File: src/rtl/hazard_controller_pkg.sv
`default_nettype none
// ============================================================================
// Module   : hazard_controller_pkg
// Brief    : Shared pipeline constants, FSM state encoding and load-use helper
// Revision : 1.0 - initial release
// ============================================================================
package hazard_controller_pkg;

    localparam int c_MUL_CYCLES_DEFAULT = 3;
    localparam int c_DIV_CYCLES_DEFAULT = 32;
    localparam int c_CNT_W              = 6;
    localparam int c_REG_W              = 5;

    typedef enum logic [0:0] {
        RUN      = 1'b0,
        MDU_WAIT = 1'b1
    } hc_state_e;

    // x0 is hardwired to zero, so a load into it never creates a dependency.
    function automatic logic load_use_hit(
        input logic               mem_read,
        input logic [c_REG_W-1:0] rd,
        input logic [c_REG_W-1:0] rs1,
        input logic [c_REG_W-1:0] rs2,
        input logic               use_rs1,
        input logic               use_rs2
    );
        return mem_read && (rd != '0) &&
               ((use_rs1 && (rs1 == rd)) || (use_rs2 && (rs2 == rd)));
    endfunction

endpackage
`default_nettype wire

File: src/rtl/sat_counter16.sv
`default_nettype none
// ============================================================================
// Module   : sat_counter16
// Brief    : 16-bit event counter that sticks at all-ones instead of wrapping
// Revision : 1.0 - initial release
// ============================================================================
module sat_counter16 (
    input  logic        clk,
    input  logic        rst,
    input  logic        i_inc,
    output logic [15:0] o_count
);

    logic [15:0] r_count_q;
    logic [15:0] w_count_d;

    always_comb begin
        w_count_d = r_count_q;
        if (i_inc && (r_count_q != 16'hFFFF)) begin
            w_count_d = r_count_q + 16'd1;
        end
    end

    always_ff @(posedge clk) begin
        if (rst) begin
            r_count_q <= 16'd0;
        end else begin
            r_count_q <= w_count_d;
        end
    end

    assign o_count = r_count_q;

endmodule
`default_nettype wire

File: src/rtl/hazard_controller.sv
`default_nettype none
// ============================================================================
// Module   : hazard_controller
// Brief    : Load-use / branch-flush / multi-cycle MDU stall control for a
//            5-stage pipeline, with saturating stall and flush statistics
// Revision : 1.0 - initial release
// ============================================================================
module hazard_controller
    import hazard_controller_pkg::*;
#(
    parameter int MUL_CYCLES = c_MUL_CYCLES_DEFAULT,
    parameter int DIV_CYCLES = c_DIV_CYCLES_DEFAULT
) (
    input  logic               clk,
    input  logic               rst,
    input  logic               ID_EX_MemRead,
    input  logic [c_REG_W-1:0] ID_EX_rd,
    input  logic [c_REG_W-1:0] IF_ID_rs1,
    input  logic [c_REG_W-1:0] IF_ID_rs2,
    input  logic               IF_ID_use_rs1,
    input  logic               IF_ID_use_rs2,
    input  logic               branch_taken,
    input  logic               mdu_start,
    input  logic               mdu_is_div,
    output logic               PC_Write,
    output logic               IF_ID_Write,
    output logic               IF_ID_Flush,
    output logic               ID_EX_Flush,
    output logic               EX_Stall,
    output logic               mdu_busy,
    output logic [15:0]        stall_cnt,
    output logic [15:0]        flush_cnt
);

    // The start cycle is itself a stall cycle, so the wait phase covers N-2.
    localparam logic [c_CNT_W-1:0] c_MUL_LOAD = c_CNT_W'(MUL_CYCLES - 2);
    localparam logic [c_CNT_W-1:0] c_DIV_LOAD = c_CNT_W'(DIV_CYCLES - 2);

    hc_state_e          r_state_q;
    hc_state_e          w_state_d;
    logic [c_CNT_W-1:0] r_cnt_q;
    logic [c_CNT_W-1:0] w_cnt_d;
    logic               w_load_use;

    assign w_load_use = load_use_hit(ID_EX_MemRead, ID_EX_rd, IF_ID_rs1,
                                     IF_ID_rs2, IF_ID_use_rs1, IF_ID_use_rs2);

    always_comb begin
        PC_Write    = 1'b1;
        IF_ID_Write = 1'b1;
        IF_ID_Flush = 1'b0;
        ID_EX_Flush = 1'b0;
        EX_Stall    = 1'b0;
        mdu_busy    = 1'b0;
        w_state_d   = r_state_q;
        w_cnt_d     = r_cnt_q;

        if (!rst) begin
            case (r_state_q)
                RUN: begin
                    if (mdu_start) begin
                        EX_Stall    = 1'b1;
                        PC_Write    = 1'b0;
                        IF_ID_Write = 1'b0;
                        mdu_busy    = 1'b1;
                        IF_ID_Flush = branch_taken;
                        ID_EX_Flush = branch_taken;
                        w_cnt_d     = mdu_is_div ? c_DIV_LOAD : c_MUL_LOAD;
                        w_state_d   = MDU_WAIT;
                    end else if (branch_taken) begin
                        IF_ID_Flush = 1'b1;
                        ID_EX_Flush = 1'b1;
                    end else if (w_load_use) begin
                        PC_Write    = 1'b0;
                        IF_ID_Write = 1'b0;
                        ID_EX_Flush = 1'b1;
                    end
                end
                MDU_WAIT: begin
                    if (r_cnt_q != '0) begin
                        EX_Stall    = 1'b1;
                        PC_Write    = 1'b0;
                        IF_ID_Write = 1'b0;
                        mdu_busy    = 1'b1;
                        w_cnt_d     = r_cnt_q - 1'b1;
                    end else begin
                        w_state_d   = RUN;
                    end
                end
                default: begin
                    w_state_d = RUN;
                    w_cnt_d   = '0;
                end
            endcase
        end
    end

    always_ff @(posedge clk) begin
        if (rst) begin
            r_state_q <= RUN;
            r_cnt_q   <= '0;
        end else begin
            r_state_q <= w_state_d;
            r_cnt_q   <= w_cnt_d;
        end
    end

    sat_counter16 u_stall_cnt (
        .clk     (clk),
        .rst     (rst),
        .i_inc   (~PC_Write),
        .o_count (stall_cnt)
    );

    sat_counter16 u_flush_cnt (
        .clk     (clk),
        .rst     (rst),
        .i_inc   (IF_ID_Flush),
        .o_count (flush_cnt)
    );

endmodule
`default_nettype wire

File: config.mk
export PLATFORM = sky130hd
export DESIGN_NAME = hazard_controller
export DESIGN_NICKNAME = d
export VERILOG_FILES = /design/src/rtl/hazard_controller_pkg.sv /design/src/rtl/sat_counter16.sv /design/src/rtl/hazard_controller.sv
export SDC_FILE = /design/constraint.sdc
export NUM_CORES = 1
export LEC_CHECK = 0
export BUFFER_PORTS_ARGS = -buffer_cell sky130_fd_sc_hd__buf_2
export CAP_MARGIN = 20
export CORE_MARGIN = 5
export CORE_UTILIZATION = 40
export CTS_CLUSTER_SIZE = 30
export DETAILED_ROUTE_END_ITERATION = 6
export PLACE_DENSITY = 0.73
export SETUP_SLACK_MARGIN = 0.3
export SYNTH_ARGS = -nofsm -noshare
export SYNTH_HDL_FRONTEND = slang
export SYNTH_SLANG_ARGS = --single-unit
File: constraint.sdc
create_clock -name clk -period 2 [get_ports clk]
set_input_delay 0.2 -clock clk [delete_from_list [all_inputs] [get_ports clk]]
set_output_delay 0.2 -clock clk [all_outputs]
set_load 0.01 [all_outputs]
# == Yosys cells after proc, flatten, opt, wreduce, memory -nomap -nowiden ==
# Index checks and enable logic that the tools add are counted.
# word_totals
register_bits,39
input_bits,23
out_inout_bits,38
elab_cells,48
# op_classes
add_sub_neg,3
n_eq_ne,6
muxes,23
bitwise,2
n_reduce_logical,10
# op_table
op,n
$add A16 B1 Y16 const B,2
$ne A16 B16 Y1 const B,2
$mux W1,17
$mux W6,2
$pmux W6 S2,1
$eq A5 B5 Y1,2
$logic_and A1 B1 Y1,6
$reduce_bool A6 Y1,1
$sub A6 B1 Y6 const B,1
$mux W5,1
$reduce_bool A5 Y1,1
$pmux W1 S2,2
$ne A2 B1 Y1 const B,1
$ne A2 B2 Y1 const B,1
$not A1 Y1,2
$reduce_and A2 Y1,1
$logic_or A1 B1 Y1,1

# == Longest topological paths before layout ==
# depth
word_depth,11
mapped_depth,9
ltp_nobuf,7

# == Hierarchy ==
# From an unflattened synthesis, not the netlist that was laid out.
# unflattened
cells_unflattened,274
area_unflattened_um2,2303.5
# by_module_without_submodules
module,instances,cells_per_inst,area_each_um2,seq_area_each_um2
sat_counter16,2,99,848.3,320.3
hazard_controller,1,76,606.8,140.1

# == Worst setup path before layout ==
# Ideal clock, no wire load.
# synth_timing
path_kind,register to register
start,register r_cnt_q[0]
end,register u_stall_cnt.r_count_q[1] (netlist: u_stall_cnt.o_count[1])
setup_ns,0.070
arrival_time_ns,1.854
required_ns,1.930
slack_ns,0.076
stages_incl_launch_ff,9
path_buffers,1
period_less_slack_ns,1.924
cell_sequence,dfxtp_1 inv_1 ha_1 a31o_2 nor2_2 a21oi_4 buf_6 or3b_2 a21oi_1
# synth_between
elab_chain_len,6
# synth_lines
element,line_no,source
"start, declared",hazard_controller.sv:41,logic [c_CNT_W-1:0] r_cnt_q;
"start signal, assigned",hazard_controller.sv:104,r_cnt_q <= w_cnt_d;
$reduce_bool A6 Y1,hazard_controller.sv:80,if (r_cnt_q != '0) begin
$mux W1,hazard_controller.sv:80,
$pmux W1 S2,hazard_controller.sv:59,case (r_state_q)
$mux W1,hazard_controller.sv:58,if (!rst) begin
$not A1 Y1,hazard_controller.sv:111,".i_inc (~PC_Write),"
$logic_and A1 B1 Y1,sat_counter16.sv:19,if (i_inc && (r_count_q != 16'hFFFF)) begin
"end signal, assigned",sat_counter16.sv:28,r_count_q <= w_count_d;
"end, declared",sat_counter16.sv:14,logic [15:0] r_count_q;
# No other way between the ends.
# A chain may end at the register's enable or synchronous reset.

# == Worst setup path in the final report ==
# layout_timing
start,register r_cnt_q[0]
end,register u_stall_cnt.r_count_q[12] (netlist: u_stall_cnt.o_count[12])
# The elaborated chain is that of the path after synthesis.

==> flow_summary.toml <==
[timing]
finalCritPeriodShare = 0.989
hold_viol_final = 0
setup_tns_ns = 0
rsz0062_at_grt = "yes"
setup_slack_ns = 0.0216
report.final.setup_viol = 0
skew_ns = 0.00998
fin_crit_ns = 1.98
slew_violations = 0
tightest_slew_ns = 0.437
hold_ws_ns = 0.132
fmax_mhz = 505
slew_headroom = 0.706

[placement]
numPortBuffers = 60
gp_congestion = 0.860
dp.cells = 388
dpl_cell_area_um2 = 2700
hpwl_mm = 4.07
pre_cts_ws_ns = 0.0296

[synthesis]
synthMuxAreaShare = 0.0308
synth_top_family_by_area = "simple AND/OR/NAND/NOR gates"
netlist_area_um2 = 2190
synth.distinct_cells = 43
yosys.area_share.simple = 0.288
synth_area_leaders = "dfxtp_1 (36%), xnor2_1 (6.4%), nand4_1 (4.6%)"
synthAdderAreaFrac = 0.0228
synth_xor_area_frac = 0.0919
yosysTopAreaCell = "dfxtp_1"
yosysSeqAreaShare = 0.356
synth-compound-area-share = 0.148
yosys_warnings = 0
synth_nets = 288
yosysTopAreaCellShare = 0.356
avgSynthCellArea_um2 = 8.39
synth_seq_cells = 39
synthCells = 261

[layout]
final_common_cell = "buf_2"
fin_nets = 383
fillers = 438
final_cells = 429
final_cell_mix = "buf_2 (60), nor2_1 (24), buf_4 (22)"
area_delta_synth_final_pct = 59.7
fin_area_um2 = 3500
drive_gt1_frac = 0.529
utilization = 0.647
diodes = 0

[power]
p_per_area_nw_per_um2 = 555
vdd_ir_drop_max_mv = 0.349
total_power_mw = 1.94
p_leak_nw = 1.40

[hold_path]
hold_path_class = "in2reg"

[worst_setup_path]
path_max_fanout = 6
required_ns = 2.17
criticalPathCategory = "reg2reg"
start_kind = "flip-flop"
arrival_ns = 2.15
crit_path_end_kind = "flip-flop"

[grt]
grt_max_degree = 37
globalRouteTotalUtil = 0.177
grt_overflow = 0
grt_pass1_vias = 2404
antenna_found_initial = 0
grt_pass1_wl_mm = 10.4

[floorplan]
die_h_um = 84.0
die_area_um2 = 7060
rows = 27
num_io_pins = 61
initial_core_util = 0.405
fp.coreArea_um2 = 5410
die_w_um = 84.0

[clock_tree]
cts_root_buf = "clkbuf_8"
cts.reportedPaths.clkPinSlew_ns = 0.09
clkLatencyLatePin_ns = 0.29
cts_buffers = 5
ctsHtreeMaxLevel = 2
clock_sinks = 39
cts_tree = "built"
postCtsHoldBufs = 0
clock_path_buffers = 2

[drt]
avgRoutedWirePerCell_um = 17.3
num_vias = 2458
drc = 0
avgViaCountPerCell = 5.73
wirelength_mm = 7.41
ant_nets = 0
drt_iter0_markers = 94
dr.pass1.iters = 6

[flow_run]
cap_violations = 0

[outcome]
outcome = "completed"
-- layout make-up --
type	count	area (um2)	share of cell area
clock inverter	3	43.8	0.0125
multi-input combinational	196	1640	0.467
timing repair buffer	102	786	0.225
sequential	39	830	0.237
inverter	12	45.0	0.0129
clock buffer	5	68.8	0.0197
tap	72	90.1	0.0258
-- synth_stat cells --
cell type	n
a211oi_1	2
a21oi_1	16
a21oi_4	1
a31o_2	1
and2_1	1
and3_1	6
and4_1	3
buf_2	1
buf_4	5
buf_6	2
clkbuf_1	5
clkbuf_2	1
dfxtp_1	39
ha_1	4
inv_1	12
mux2_2	2
mux2_4	1
mux2i_1	3
nand2_1	14
nand2b_1	2
nand3_1	11
nand4_1	16
nor2_1	26
nor2_2	1
nor2b_1	2
nor3_1	7
nor3_2	2
nor3b_1	3
nor4_1	3
nor4_4	1
o211ai_1	1
o211ai_2	1
o21a_1	1
o21ai_0	13
o22ai_1	1
o311ai_0	3
o31ai_1	6
o41ai_1	4
or3_1	5
or3b_2	1
or4_1	9
xnor2_1	16
xor2_1	7
-- repair_timing --
action                                  CTS  global route
gates cloned                              2             2
endpoints found under the hold margin     0             0
pin swaps                                19            19
resized for setup                        31            46
buffers inserted                         18            11
endpoints found under the setup margin   34            37
-- final timing paths --
kind	from	to	slack [ns]	cells past startpoint
worst max-delay path	r_cnt_q[0]$_SDFFE_PP0P_	u_stall_cnt.o_count[12]$_SDFFE_PP0P_	0.02	10
worst min-delay path	rst	r_state_q$_DFF_P_	0.13	2
worst max register to register	r_cnt_q[0]$_SDFFE_PP0P_	u_stall_cnt.o_count[12]$_SDFFE_PP0P_	0.02	10
worst min register to register	u_stall_cnt.o_count[5]$_SDFFE_PP0P_	u_stall_cnt.o_count[5]$_SDFFE_PP0P_	0.48	1
-- per-layer routing --
metal  vias up  GRT usage  wire length (um)
met2        97      0.305              3980
met3        19     0.0503               436
met5         -          0                 0
li1       1148          -                 -
met4         0     0.0702               205
met1      1194      0.205              2790
-- power by group --
group          switching (mW)  internal [mW]  total (mW)
registers              0.0334          0.794       0.827
logic                   0.215          0.225       0.440
clock network           0.303          0.372       0.674
total                   0.551           1.39        1.94
-- worst max-delay path, stage by stage, from the launching register on --
cell	delay [ns]
dfxtp_2	0.34
inv_2	0.05
ha_4	0.15
and3_4	0.19
nor3_4	0.24
a21oi_4	0.10
buf_6	0.15
buf_12	0.12
buf_16	0.13
o31ai_1	0.31
a21oi_2	0.09
-- sequential cells by signal, summed over array words and instances (netlist names) --
name and cells:
r_cnt_q 6, r_state_q 1, u_stall_cnt.o_count 16, u_flush_cnt.o_count 16
-- logic make-up after synthesis --
family,after synthesis
flops,39
fa+ha+maj,4
mux,6
simple gates,113
buf+inv,26
compound gates,50
xor+xnor,23
(Power assumes the default switching activity.)
